## config.mk

```make
export PLATFORM = sky130hd
export DESIGN_NAME = arp_rx_parse
export DESIGN_NICKNAME = d
export VERILOG_FILES = /design/src/rtl/eth_pkg.sv /design/src/rtl/arp_rx_parse_sat_counter.sv /design/src/rtl/arp_rx_parse.sv
export SDC_FILE = /design/constraint.sdc
export NUM_CORES = 1
export LEC_CHECK = 0
export CAP_MARGIN = 20
export CORE_MARGIN = 8
export CORE_UTILIZATION = 50
export CTS_CLUSTER_SIZE = 14
export DETAILED_ROUTE_END_ITERATION = 10
export DONT_BUFFER_PORTS = 1
export PLACE_DENSITY = 0.68
export SLEW_MARGIN = 30
export SYNTH_ARGS = -nofsm -noshare
export SYNTH_HDL_FRONTEND = slang
export SYNTH_SLANG_ARGS = --single-unit
```

## constraint.sdc

```tcl
create_clock -name logic_clk -period 2.22 [get_ports logic_clk]
set_input_delay 0.555 -clock logic_clk [delete_from_list [all_inputs] [get_ports logic_clk]]
set_output_delay 0.555 -clock logic_clk [all_outputs]
set_load 0.05 [all_outputs]
```

## src/rtl/eth_pkg.sv

```systemverilog
// Shared Ethernet/ARP constants and types used by the frame splitter and the
// ARP receive path.
package eth_pkg;

  localparam logic [15:0] ARP_HTYPE_ETH   = 16'h0001;
  localparam logic [15:0] IP_TYPE         = 16'h0800;
  localparam logic [7:0]  ARP_HLEN        = 8'd6;
  localparam logic [7:0]  ARP_PLEN        = 8'd4;
  localparam logic [15:0] ARP_OPER_REQ    = 16'd1;
  localparam logic [15:0] ARP_OPER_REP    = 16'd2;
  localparam logic [7:0]  ARP_BODY_LENGTH = 8'd28;

  typedef enum logic [2:0] {
    IDLE,
    RECV,
    DRAIN,
    CHECK,
    OUT
  } state_arp_rx;

  typedef struct packed {
    logic [15:0] oper;
    logic [47:0] smac;
    logic [31:0] sip;
  } arp_info_t;

endpackage

```

## src/rtl/arp_rx_parse_sat_counter.sv

```systemverilog
// Saturating up-counter with synchronous clear; holds at all-ones.
module sat_counter #(
  parameter int WIDTH = 16
) (
  input  logic             clk,
  input  logic             rst_n,
  input  logic             inc,
  input  logic             clear,
  output logic [WIDTH-1:0] cnt
);

  logic [WIDTH-1:0] cnt_q;
  logic [WIDTH-1:0] cnt_d;

  always_comb begin
    cnt_d = cnt_q;
    if (clear) begin
      cnt_d = '0;
    end else if (inc && (cnt_q != '1)) begin
      cnt_d = cnt_q + WIDTH'(1);
    end
  end

  always_ff @(posedge clk or negedge rst_n) begin
    if (!rst_n) begin
      cnt_q <= '0;
    end else begin
      cnt_q <= cnt_d;
    end
  end

  assign cnt = cnt_q;

endmodule

```

## src/rtl/arp_rx_parse.sv

```systemverilog
// ARP body parser: captures the 28-byte ARP body, drops padding, validates
// fixed fields and target IP, and emits one record per accepted frame.
module arp_rx_parse
  import eth_pkg::*;
#(
  parameter logic [31:0] LOCAL_IP  = 32'hC0A8_006E,
  parameter int          CNT_WIDTH = 16
) (
  input  logic                 logic_clk,
  input  logic                 logic_rst_n,
  input  logic [7:0]           arp_rdata_in,
  input  logic                 arp_rvalid_in,
  output logic                 arp_rready_out,
  input  logic                 arp_rlast_in,
  output logic                 arp_info_valid_out,
  input  logic                 arp_info_ready_in,
  output logic [15:0]          arp_info_oper_out,
  output logic [47:0]          arp_info_smac_out,
  output logic [31:0]          arp_info_sip_out,
  output logic [CNT_WIDTH-1:0] arp_ok_cnt_out,
  output logic [CNT_WIDTH-1:0] arp_drop_cnt_out
);

  localparam logic [4:0] LAST_IDX = 5'(ARP_BODY_LENGTH - 8'd1);
  localparam logic [4:0] CNT_SAT  = 5'(ARP_BODY_LENGTH);

  state_arp_rx state_q, state_d;
  logic [4:0]  cnt_q, cnt_d;
  logic [15:0] htype_q, htype_d;
  logic [15:0] ptype_q, ptype_d;
  logic [7:0]  hlen_q, hlen_d;
  logic [7:0]  plen_q, plen_d;
  logic [15:0] oper_q, oper_d;
  logic [47:0] sha_q, sha_d;
  logic [31:0] spa_q, spa_d;
  logic [31:0] tpa_q, tpa_d;
  arp_info_t   info_q, info_d;

  logic       rready;
  logic       hs;
  logic [4:0] cap_idx;
  logic       pass;
  logic       ok_inc;
  logic       drop_inc;

  assign rready  = (state_q == IDLE) || (state_q == RECV) || (state_q == DRAIN);
  assign hs      = arp_rvalid_in && rready;
  assign cap_idx = (state_q == IDLE) ? 5'd0 : cnt_q;

  assign pass = (htype_q == ARP_HTYPE_ETH) && (ptype_q == IP_TYPE) &&
                (hlen_q == ARP_HLEN) && (plen_q == ARP_PLEN) &&
                ((oper_q == ARP_OPER_REQ) || (oper_q == ARP_OPER_REP)) &&
                (tpa_q == LOCAL_IP);

  // Field capture: every field is big-endian, so shifting bytes in from the
  // LSB leaves the first byte in the MSB once the field is complete.
  always_comb begin
    htype_d = htype_q;
    ptype_d = ptype_q;
    hlen_d  = hlen_q;
    plen_d  = plen_q;
    oper_d  = oper_q;
    sha_d   = sha_q;
    spa_d   = spa_q;
    tpa_d   = tpa_q;
    if (hs && ((state_q == IDLE) || (state_q == RECV))) begin
      if (cap_idx <= 5'd1) begin
        htype_d = {htype_q[7:0], arp_rdata_in};
      end else if (cap_idx <= 5'd3) begin
        ptype_d = {ptype_q[7:0], arp_rdata_in};
      end else if (cap_idx == 5'd4) begin
        hlen_d = arp_rdata_in;
      end else if (cap_idx == 5'd5) begin
        plen_d = arp_rdata_in;
      end else if (cap_idx <= 5'd7) begin
        oper_d = {oper_q[7:0], arp_rdata_in};
      end else if (cap_idx <= 5'd13) begin
        sha_d = {sha_q[39:0], arp_rdata_in};
      end else if (cap_idx <= 5'd17) begin
        spa_d = {spa_q[23:0], arp_rdata_in};
      end else if ((cap_idx >= 5'd24) && (cap_idx <= LAST_IDX)) begin
        tpa_d = {tpa_q[23:0], arp_rdata_in};
      end
    end
  end

  always_comb begin
    state_d  = state_q;
    cnt_d    = cnt_q;
    info_d   = info_q;
    ok_inc   = 1'b0;
    drop_inc = 1'b0;
    unique case (state_q)
      IDLE: begin
        if (hs) begin
          if (arp_rlast_in) begin
            drop_inc = 1'b1;
          end else begin
            state_d = RECV;
            cnt_d   = 5'd1;
          end
        end
      end
      RECV: begin
        if (hs) begin
          cnt_d = (cnt_q == CNT_SAT) ? cnt_q : cnt_q + 5'd1;
          if (cnt_q == LAST_IDX) begin
            state_d = arp_rlast_in ? CHECK : DRAIN;
          end else if (arp_rlast_in) begin
            drop_inc = 1'b1;
            state_d  = IDLE;
          end
        end
      end
      DRAIN: begin
        if (hs && arp_rlast_in) begin
          state_d = CHECK;
        end
      end
      CHECK: begin
        if (pass) begin
          info_d.oper = oper_q;
          info_d.smac = sha_q;
          info_d.sip  = spa_q;
          ok_inc      = 1'b1;
          state_d     = OUT;
        end else begin
          drop_inc = 1'b1;
          state_d  = IDLE;
        end
      end
      OUT: begin
        if (arp_info_ready_in) begin
          state_d = IDLE;
        end
      end
      default: state_d = IDLE;
    endcase
  end

  always_ff @(posedge logic_clk or negedge logic_rst_n) begin
    if (!logic_rst_n) begin
      state_q <= IDLE;
      cnt_q   <= '0;
      htype_q <= '0;
      ptype_q <= '0;
      hlen_q  <= '0;
      plen_q  <= '0;
      oper_q  <= '0;
      sha_q   <= '0;
      spa_q   <= '0;
      tpa_q   <= '0;
      info_q  <= '0;
    end else begin
      state_q <= state_d;
      cnt_q   <= cnt_d;
      htype_q <= htype_d;
      ptype_q <= ptype_d;
      hlen_q  <= hlen_d;
      plen_q  <= plen_d;
      oper_q  <= oper_d;
      sha_q   <= sha_d;
      spa_q   <= spa_d;
      tpa_q   <= tpa_d;
      info_q  <= info_d;
    end
  end

  sat_counter #(.WIDTH(CNT_WIDTH)) u_ok_cnt (
    .clk   (logic_clk),
    .rst_n (logic_rst_n),
    .inc   (ok_inc),
    .clear (1'b0),
    .cnt   (arp_ok_cnt_out)
  );

  sat_counter #(.WIDTH(CNT_WIDTH)) u_drop_cnt (
    .clk   (logic_clk),
    .rst_n (logic_rst_n),
    .inc   (drop_inc),
    .clear (1'b0),
    .cnt   (arp_drop_cnt_out)
  );

  assign arp_rready_out     = rready;
  assign arp_info_valid_out = (state_q == OUT);
  assign arp_info_oper_out  = info_q.oper;
  assign arp_info_smac_out  = info_q.smac;
  assign arp_info_sip_out   = info_q.sip;

endmodule

```

==> qor.csv, run 1 <==
stage,metric,value,unit
critical_path,Critical R2R Capture,arp_info_smac_out[45]$_DFFE_PN0P_,
floorplanning,Chip Width,174,um
clock_network,CTS Buf Count,34,
clock_network,clk buf depth,3,
floorplanning,die area,30300,um^2
cells_and_area,fin nets,934,
pwr,PwrDens,947,nW/um^2
floorplanning,num rows,58,
outcome,failing checks,"hold timing, setup timing",
critical_path,internal reg-to-reg setup slack,-20,ps
synthesis,post-synthesis sequential area ratio,0.625,
timing,Hold Slack,-265,ps
floorplanning,die height,174,um
placed_design,DPL Wire Length,16900,um
clock_network,H-tree depth,2,
synthesis,ys flop type,dfrtp_1,
global_routing,initial antenna violation count,0,
synthesis,most frequent cells after synthesis,"dfrtp_1, mux2_2, nand3_1",
synthesis,Yosys top cell area share,0.625,
floorplanning,I/O Pins,143,
timing,Max-slew headroom,0.612,
global_routing,total gr overflow,0,
synthesis,main combinational cell family by area after synthesis,multiplexers,
critical_path,CP Capture Point,arp_info_smac_out[45]$_DFFE_PN0P_,
global_routing,vias in the first global route,7492,
synthesis,Seq cells post-synth,312,
synthesis,syn avg cell area,15.1,um^2
routing,Routed WL,26000,um
routing,Remaining DRCs,0,
synthesis,post-synthesis xor/xnor area fraction,0.0210,
synthesis,compound-gate portion of the synthesized area,0.0115,
synthesis,mux contribution to synthesized area,0.236,
run,max cap viols,0,
global_routing,largest net degree at the start of global routing,313,
synthesis,Unique masters post-synth,48,
synthesis,post-synthesis cell area,12500,um^2
timing,final hold viol count,312,
pwr,P_leak,7.43,nW
global_routing,first-pass GRT wire length,41600,um
synthesis,post-synth top area cell,dfrtp_1,
synthesis,number of flops mapped to enable cells by yosys,0,
clock_network,CTS tree,yes,
clock_network,clock tree sinks,312,
critical_path,"Max FO, Critical Path",16,
cells_and_area,Layout area overhead,18.5,%
timing,"Setup violations, final",3,
routing,uppermost layer routed,met4,
synthesis,Synth Area in Simple Gates,0.0829,
routing,WL met1,10700,um
pwr,Peak VDD IR,0.590,mV
timing,Fmax,0.447,GHz
timing,Final Max Tran Viols,0,
routing,vias per inst,5.48,
synthesis,Synth area leaders,"dfrtp_1, mux2_2, xnor2_1, and2_1, nand3_1",
routing,Wirelength per Cell,20.5,um
critical_path,worst path required time,2620,ps
placed_design,"worst slack, placed",-340,ps
min_path,min-delay worst type,input pin to async pin,
routing,First DRT Iteration DRCs,471,
routing,met3 WL post-DR,2140,um
routing,vias,6959,
timing,Final min period,2240,ps
routing,drt pass-1 iters,4,
clock_network,clock latency on the worst-skew pair,530,ps
critical_path,WS Path Type,flip-flop to flip-flop,
synthesis,Cells after Synth,829,
timing,final period utilization,1.01,
placed_design,number of port buffers,0,
timing,unrepaired setup endpoints after global routing,yes,
timing,worst setup margin,-18.0,ps
cells_and_area,antenna fix cells,0,
critical_path,origin of the worst setup path,ptype_q[2]$_DFFE_PN0P_,
routing,routed length on met2,12800,um
clock_network,root buffer cell,clkbuf_16,
cells_and_area,share of cells above drive strength 1,0.462,
routing,post-route ant nets,0,
placed_design,global placer's final weighted congestion,0.809,
timing,Least-Margin Pin Slew,581,ps
synthesis,Ys Warns,0,
critical_path,RR Startpoint,ptype_q[2]$_DFFE_PN0P_,
synthesis,async set-reset flop share out of synthesis,1.00,
timing,skew final,23.6,ps
outcome,status,"finished, violations left",
floorplanning,Starting Density,0.503,
floorplanning,CORE AREA,24800,um^2
global_routing,All-Layer GR Usage,0.169,
synthesis,Synth Area in Adders,0.00401,
timing,Setup TNS Final,-32.2,ps
synthesis,top-count cell post-synth,dfrtp_1,
critical_path,CP Launch Type,flip-flop,
synthesis,Syn Nets,846,
critical_path,CP Capture Type,flip-flop,
critical_path,Register-to-Register Path Depth,8,
clock_network,Clock Pin Slew Worst Setup and Hold Paths,60,ps
critical_path,WP data arrival,2640,ps
[flip-flops by register name, summed over array words and instances, names as in the netlist, 32 cells and up]
register           cells
arp_info_smac_out     48
sha_q                 48
arp_info_sip_out      32
spa_q                 32
tpa_q                 32
[power by group]
part           total [W]  switching, W  internal [W]
Clock            0.00544       0.00222       0.00322
Combinational    0.00180      0.000814      0.000984
Sequential       0.00677      0.000469       0.00630
[worst max-delay path, stage by stage, from the launching register on]
cell,delay (ps)
dfrtp_1,390
nor4_2,340
nand4_1,130
buf_4,170
nor4b_4,270
buf_6,170
nand2_8,130
buf_16,200
mux2_1,310
[layer usage]
layer / track usage / up-vias
met5: 0 / -
met4: 0.0403 / 0
met3: 0.0623 / 32
met2: 0.281 / 153
met1: 0.207 / 3627
li1: - / 3147
[worst min path at each step]
stage	startpoint	to	slack, ps	cells after the start
2_1_floorplan	logic_rst_n	arp_info_oper_out[0]$_DFFE_PN0P_	260	0
3_3_place_gp	logic_rst_n	arp_info_smac_out[42]$_DFFE_PN0P_	270	0
3_5_place_dp	logic_rst_n	arp_info_smac_out[41]$_DFFE_PN0P_	270	0
4_1_cts	logic_rst_n	sha_q[10]$_DFFE_PN0P_	-280	0
5_1_grt	logic_rst_n	arp_info_smac_out[42]$_DFFE_PN0P_	-280	0
6_report	logic_rst_n	arp_info_smac_out[41]$_DFFE_PN0P_	-270	0
[logic make-up after synthesis]
group | Yosys count
flops | 312
mux | 262
simple gates | 157
buf+inv | 41
xor+xnor | 30
compound gates | 23
fa+ha+maj | 4
[repair_timing]
action / in CTS / in global routing
cloned: 0 / 3
gates resized for setup: 17 / 27
pin swaps: 8 / 3
buffers inserted: 2 / 1
hold endpoints to repair: 312 / 312
setup endpoints to repair: 120 / 120
[layout by cell type, fill, tap and decap left out, types with 6 or more instances in the layout]
cell type,synthesis,routed
and2_1,18,11
buf_6,9,7
a21oi_1,7,7
nor4_1,10,6
mux2_1,8,7
nand3_1,21,21
buf_4,0,69
clkbuf_16,0,37
and3_1,14,14
inv_1,6,6
nor2_1,18,14
xnor2_1,20,20
xor2_1,10,10
nor4_2,4,7
dfrtp_1,312,310
and2_4,0,7
nand4_1,16,16
clkbuf_8,0,7
clkbuf_1,13,9
nand2_1,16,15
mux2_2,254,253
[cell type report]
type	instances	area, um^2
Clock buffer	50	981
Fill cell	1877	10000
Tap cell	330	413
Timing Repair Buffer	87	845
Multi-Input combinational cell	476	4600
Clock inverter	8	115
Inverter	6	22.5
Sequential cell	312	7810
[through the flow]
stage	total power (W)	utilization	std cells	cell area, um^2
floorplan	0.00792	-	829	12500
global placement	0.00844	0.538	1204	13400
detailed placement	0.00857	0.538	1204	13400
CTS	0.0141	0.587	1264	14600
global route	0.0146	0.596	1269	14800
finish	0.0140	0.596	1269	14800
Note: power is estimated with default switching activity, not from simulation.
==> run 2, diff against run 1 <==
- PLACE_DENSITY: 0.68 -> not set
- clock period: 2.22 -> 2.45 ns (I/O delays scaled with it)
==> qor.csv, run 2 (same netlist as run 1, synthesis figures left out) <==
stage,metric,value,unit,change
outcome,status,"finished, violations left",,unchanged
outcome,failing checks,hold timing,,"was hold timing, setup timing"
routing,vias,6783,,"was 6,959"
pwr,Gate power share,0.113,,was 0.128
cells_and_area,most frequent cells in the layout,"dfrtp_1, mux2_2, buf_4, clkbuf_16, nand3_1",,unchanged
pwr,Clk pwr share,0.394,,was 0.388
pwr,Reg power frac,0.493,,was 0.483
placed_design,number of port buffers,0,,unchanged
clock_network,clock tree sinks,312,,unchanged
critical_path,WS Path Type,flip-flop to flip-flop,,unchanged
cells_and_area,Layout area overhead,14.1,%,was 18.5%
routing,post-route ant nets,0,,unchanged
pwr,Int Power,0.00929,W,was 0.0105 W
cells_and_area,Filler cells,1998,,"was 1,877"
cells_and_area,share of cells above drive strength 1,0.422,,was 0.462
routing,Routed WL,25100,um,"was 26,000 um"
critical_path,Critical R2R Capture,arp_info_sip_out[4]$_DFFE_PN0P_,,was arp_info_smac_out[45]$_DFFE_PN0P_
pwr,P_leak,7.18,nW,was 7.43 nW
critical_path,CP Capture Type,flip-flop,,unchanged
routing,Remaining DRCs,0,,unchanged
pwr,Switching Fraction,0.251,,was 0.250
routing,drt pass-1 iters,4,,unchanged
floorplanning,die height,174,um,unchanged
timing,Least-Margin Pin Slew,680,ps,was 581 ps
critical_path,WP data arrival,2700,ps,was 2640 ps
min_path,min-delay worst type,input pin to async pin,,unchanged
timing,final hold viol count,312,,unchanged
routing,routed length on met2,12000,um,"was 12,800 um"
timing,Final min period,2310,ps,was 2240 ps
floorplanning,Starting Density,0.503,,unchanged
floorplanning,Chip Width,174,um,unchanged
pwr,net switching power,0.00312,W,was 0.00351 W
critical_path,worst path required time,2850,ps,was 2620 ps
routing,First DRT Iteration DRCs,316,,was 471
timing,Final Max Tran Viols,0,,unchanged
timing,Fmax,0.434,GHz,was 0.447 GHz
floorplanning,I/O Pins,143,,unchanged
global_routing,total gr overflow,0,,unchanged
placed_design,global placer's final weighted congestion,0.814,,was 0.809
floorplanning,num rows,58,,unchanged
global_routing,initial antenna violation count,1,,was 0
run,max cap viols,0,,unchanged
routing,met3 WL post-DR,2080,um,was 2140 um
placed_design,DPL Wire Length,16500,um,"was 16,900 um"
global_routing,All-Layer GR Usage,0.167,,was 0.169
cells_and_area,"commonest non-fill, non-tap cell in the layout",dfrtp_1,,unchanged
critical_path,RR Startpoint,htype_q[2]$_DFFE_PN0P_,,was ptype_q[2]$_DFFE_PN0P_
clock_network,CTS Buf Count,34,,unchanged
floorplanning,CORE AREA,24800,um^2,unchanged
global_routing,largest net degree at the start of global routing,313,,unchanged
timing,final period utilization,0.941,,was 1.01
cells_and_area,Final Cell Area,14200,um^2,"was 14,800 um^2"
clock_network,clock latency on the worst-skew pair,520,ps,was 530 ps
placed_design,placed instance area,13100,um^2,"was 13,400 um^2"
pwr,PwrDens,871,nW/um^2,was 947 nW/um^2
cells_and_area,Final Core Density,0.574,,was 0.596
routing,WL met1,10600,um,"was 10,700 um"
clock_network,H-tree depth,2,,unchanged
cells_and_area,fin nets,900,,was 934
pwr,Peak VDD IR,0.639,mV,was 0.590 mV
routing,Wirelength per Cell,20.3,um,was 20.5 um
floorplanning,die area,30300,um^2,unchanged
timing,Max-slew headroom,0.547,,was 0.612
global_routing,vias in the first global route,7268,,"was 7,492"
timing,Hold Slack,-200,ps,was -265 ps
clock_network,root buffer cell,clkbuf_16,,unchanged
global_routing,first-pass GRT wire length,41100,um,"was 41,600 um"
critical_path,CP Launch Type,flip-flop,,unchanged
critical_path,"Max FO, Critical Path",33,,was 16
timing,skew final,17.0,ps,was 23.6 ps
routing,uppermost layer routed,met4,,unchanged
routing,vias per inst,5.49,,was 5.48
clock_network,Clock Pin Slew Worst Setup and Hold Paths,60,ps,about the same
critical_path,origin of the worst setup path,htype_q[2]$_DFFE_PN0P_,,was ptype_q[2]$_DFFE_PN0P_
critical_path,CP Capture Point,arp_info_sip_out[4]$_DFFE_PN0P_,,was arp_info_smac_out[45]$_DFFE_PN0P_
timing,"Setup violations, final",0,,was 3
critical_path,internal reg-to-reg setup slack,140,ps,was -20 ps
critical_path,Register-to-Register Path Depth,7,,was 8
clock_network,CTS tree,yes,,unchanged
clock_network,clk buf depth,3,,unchanged
==> run 2: area by class of cell <==
class,count,area [um^2],share of cell area
sequential,312,7810,0.548
multi-input combinational,476,4470,0.314
clock buffer,44,938,0.0659
timing repair buffer,53,455,0.0320
tap,330,413,0.0290
clock inverter,14,140,0.00983
inverter,6,22.5,0.00158
antenna,1,2.50,0.000176
==> run 2: stage by stage <==
| step | instances | setup TNS [ps] | power [W] | worst slack (ps) | hold slack, ps |
|---|---|---|---|---|---|
| 2_1_floorplan | 829 | 0 | 0.00718 | 171 | 317 |
| 3_3_place_gp | 1174 | 0 | 0.00751 | 0.953 | 327 |
| 3_5_place_dp | 1174 | -215 | 0.00762 | -61.6 | 328 |
| 4_1_cts | 1233 | 0 | 0.0125 | 5.06 | -214 |
| 5_1_grt | 1235 | -11.1 | 0.0130 | -11.1 | -227 |
| 6_report | 1236 | 0 | 0.0124 | 145 | -200 |
==> run 2: timing repair <==
action	4_1_cts	5_1_grt
endpoints found under the hold margin	312	312
endpoints found under the setup margin	7	16
setup buffers	1	1
gates resized for setup	0	3
pin swaps	1	2
==> run 2: how the worst min path moves through the flow <==
stage                                        endpoint  slack, ps  cells past startpoint
floorplan            arp_info_oper_out[0]$_DFFE_PN0P_        320                      0
global placement    arp_info_smac_out[42]$_DFFE_PN0P_        330                      0
detailed placement  arp_info_smac_out[42]$_DFFE_PN0P_        330                      0
CTS                  arp_info_smac_out[9]$_DFFE_PN0P_       -210                      0
global route                     cnt_q[1]$_DFFE_PN0P_       -230                      0
finish               arp_info_oper_out[4]$_DFFE_PN0P_       -200                      0
==> run 2: worst max-delay path, cell delays in order (launching register included) <==
cell,delay (ps)
dfrtp_1,400
nor4b_2,430
nand4_1,240
nor4b_4,290
buf_4,180
nand2_4,90
buf_12,190
mux2_1,330
==> run 2: power by group through the flow <==
stage               clock (W)  sequential [W]  combinational, W
global route          0.00525         0.00619           0.00154
global placement            0         0.00616           0.00135
CTS                   0.00501         0.00612           0.00142
detailed placement          0         0.00621           0.00141
floorplan                   0         0.00622          0.000955
finish                0.00489         0.00611           0.00140
==> run 2: metal layers <==
| metal | vias up | GRT usage |
|---|---|---|
| li1 | 3099 | - |
| met1 | 3497 | 0.215 |
| met2 | 157 | 0.266 |
| met3 | 30 | 0.0581 |
| met4 | 0 | 0.0428 |
| met5 | - | 0 |
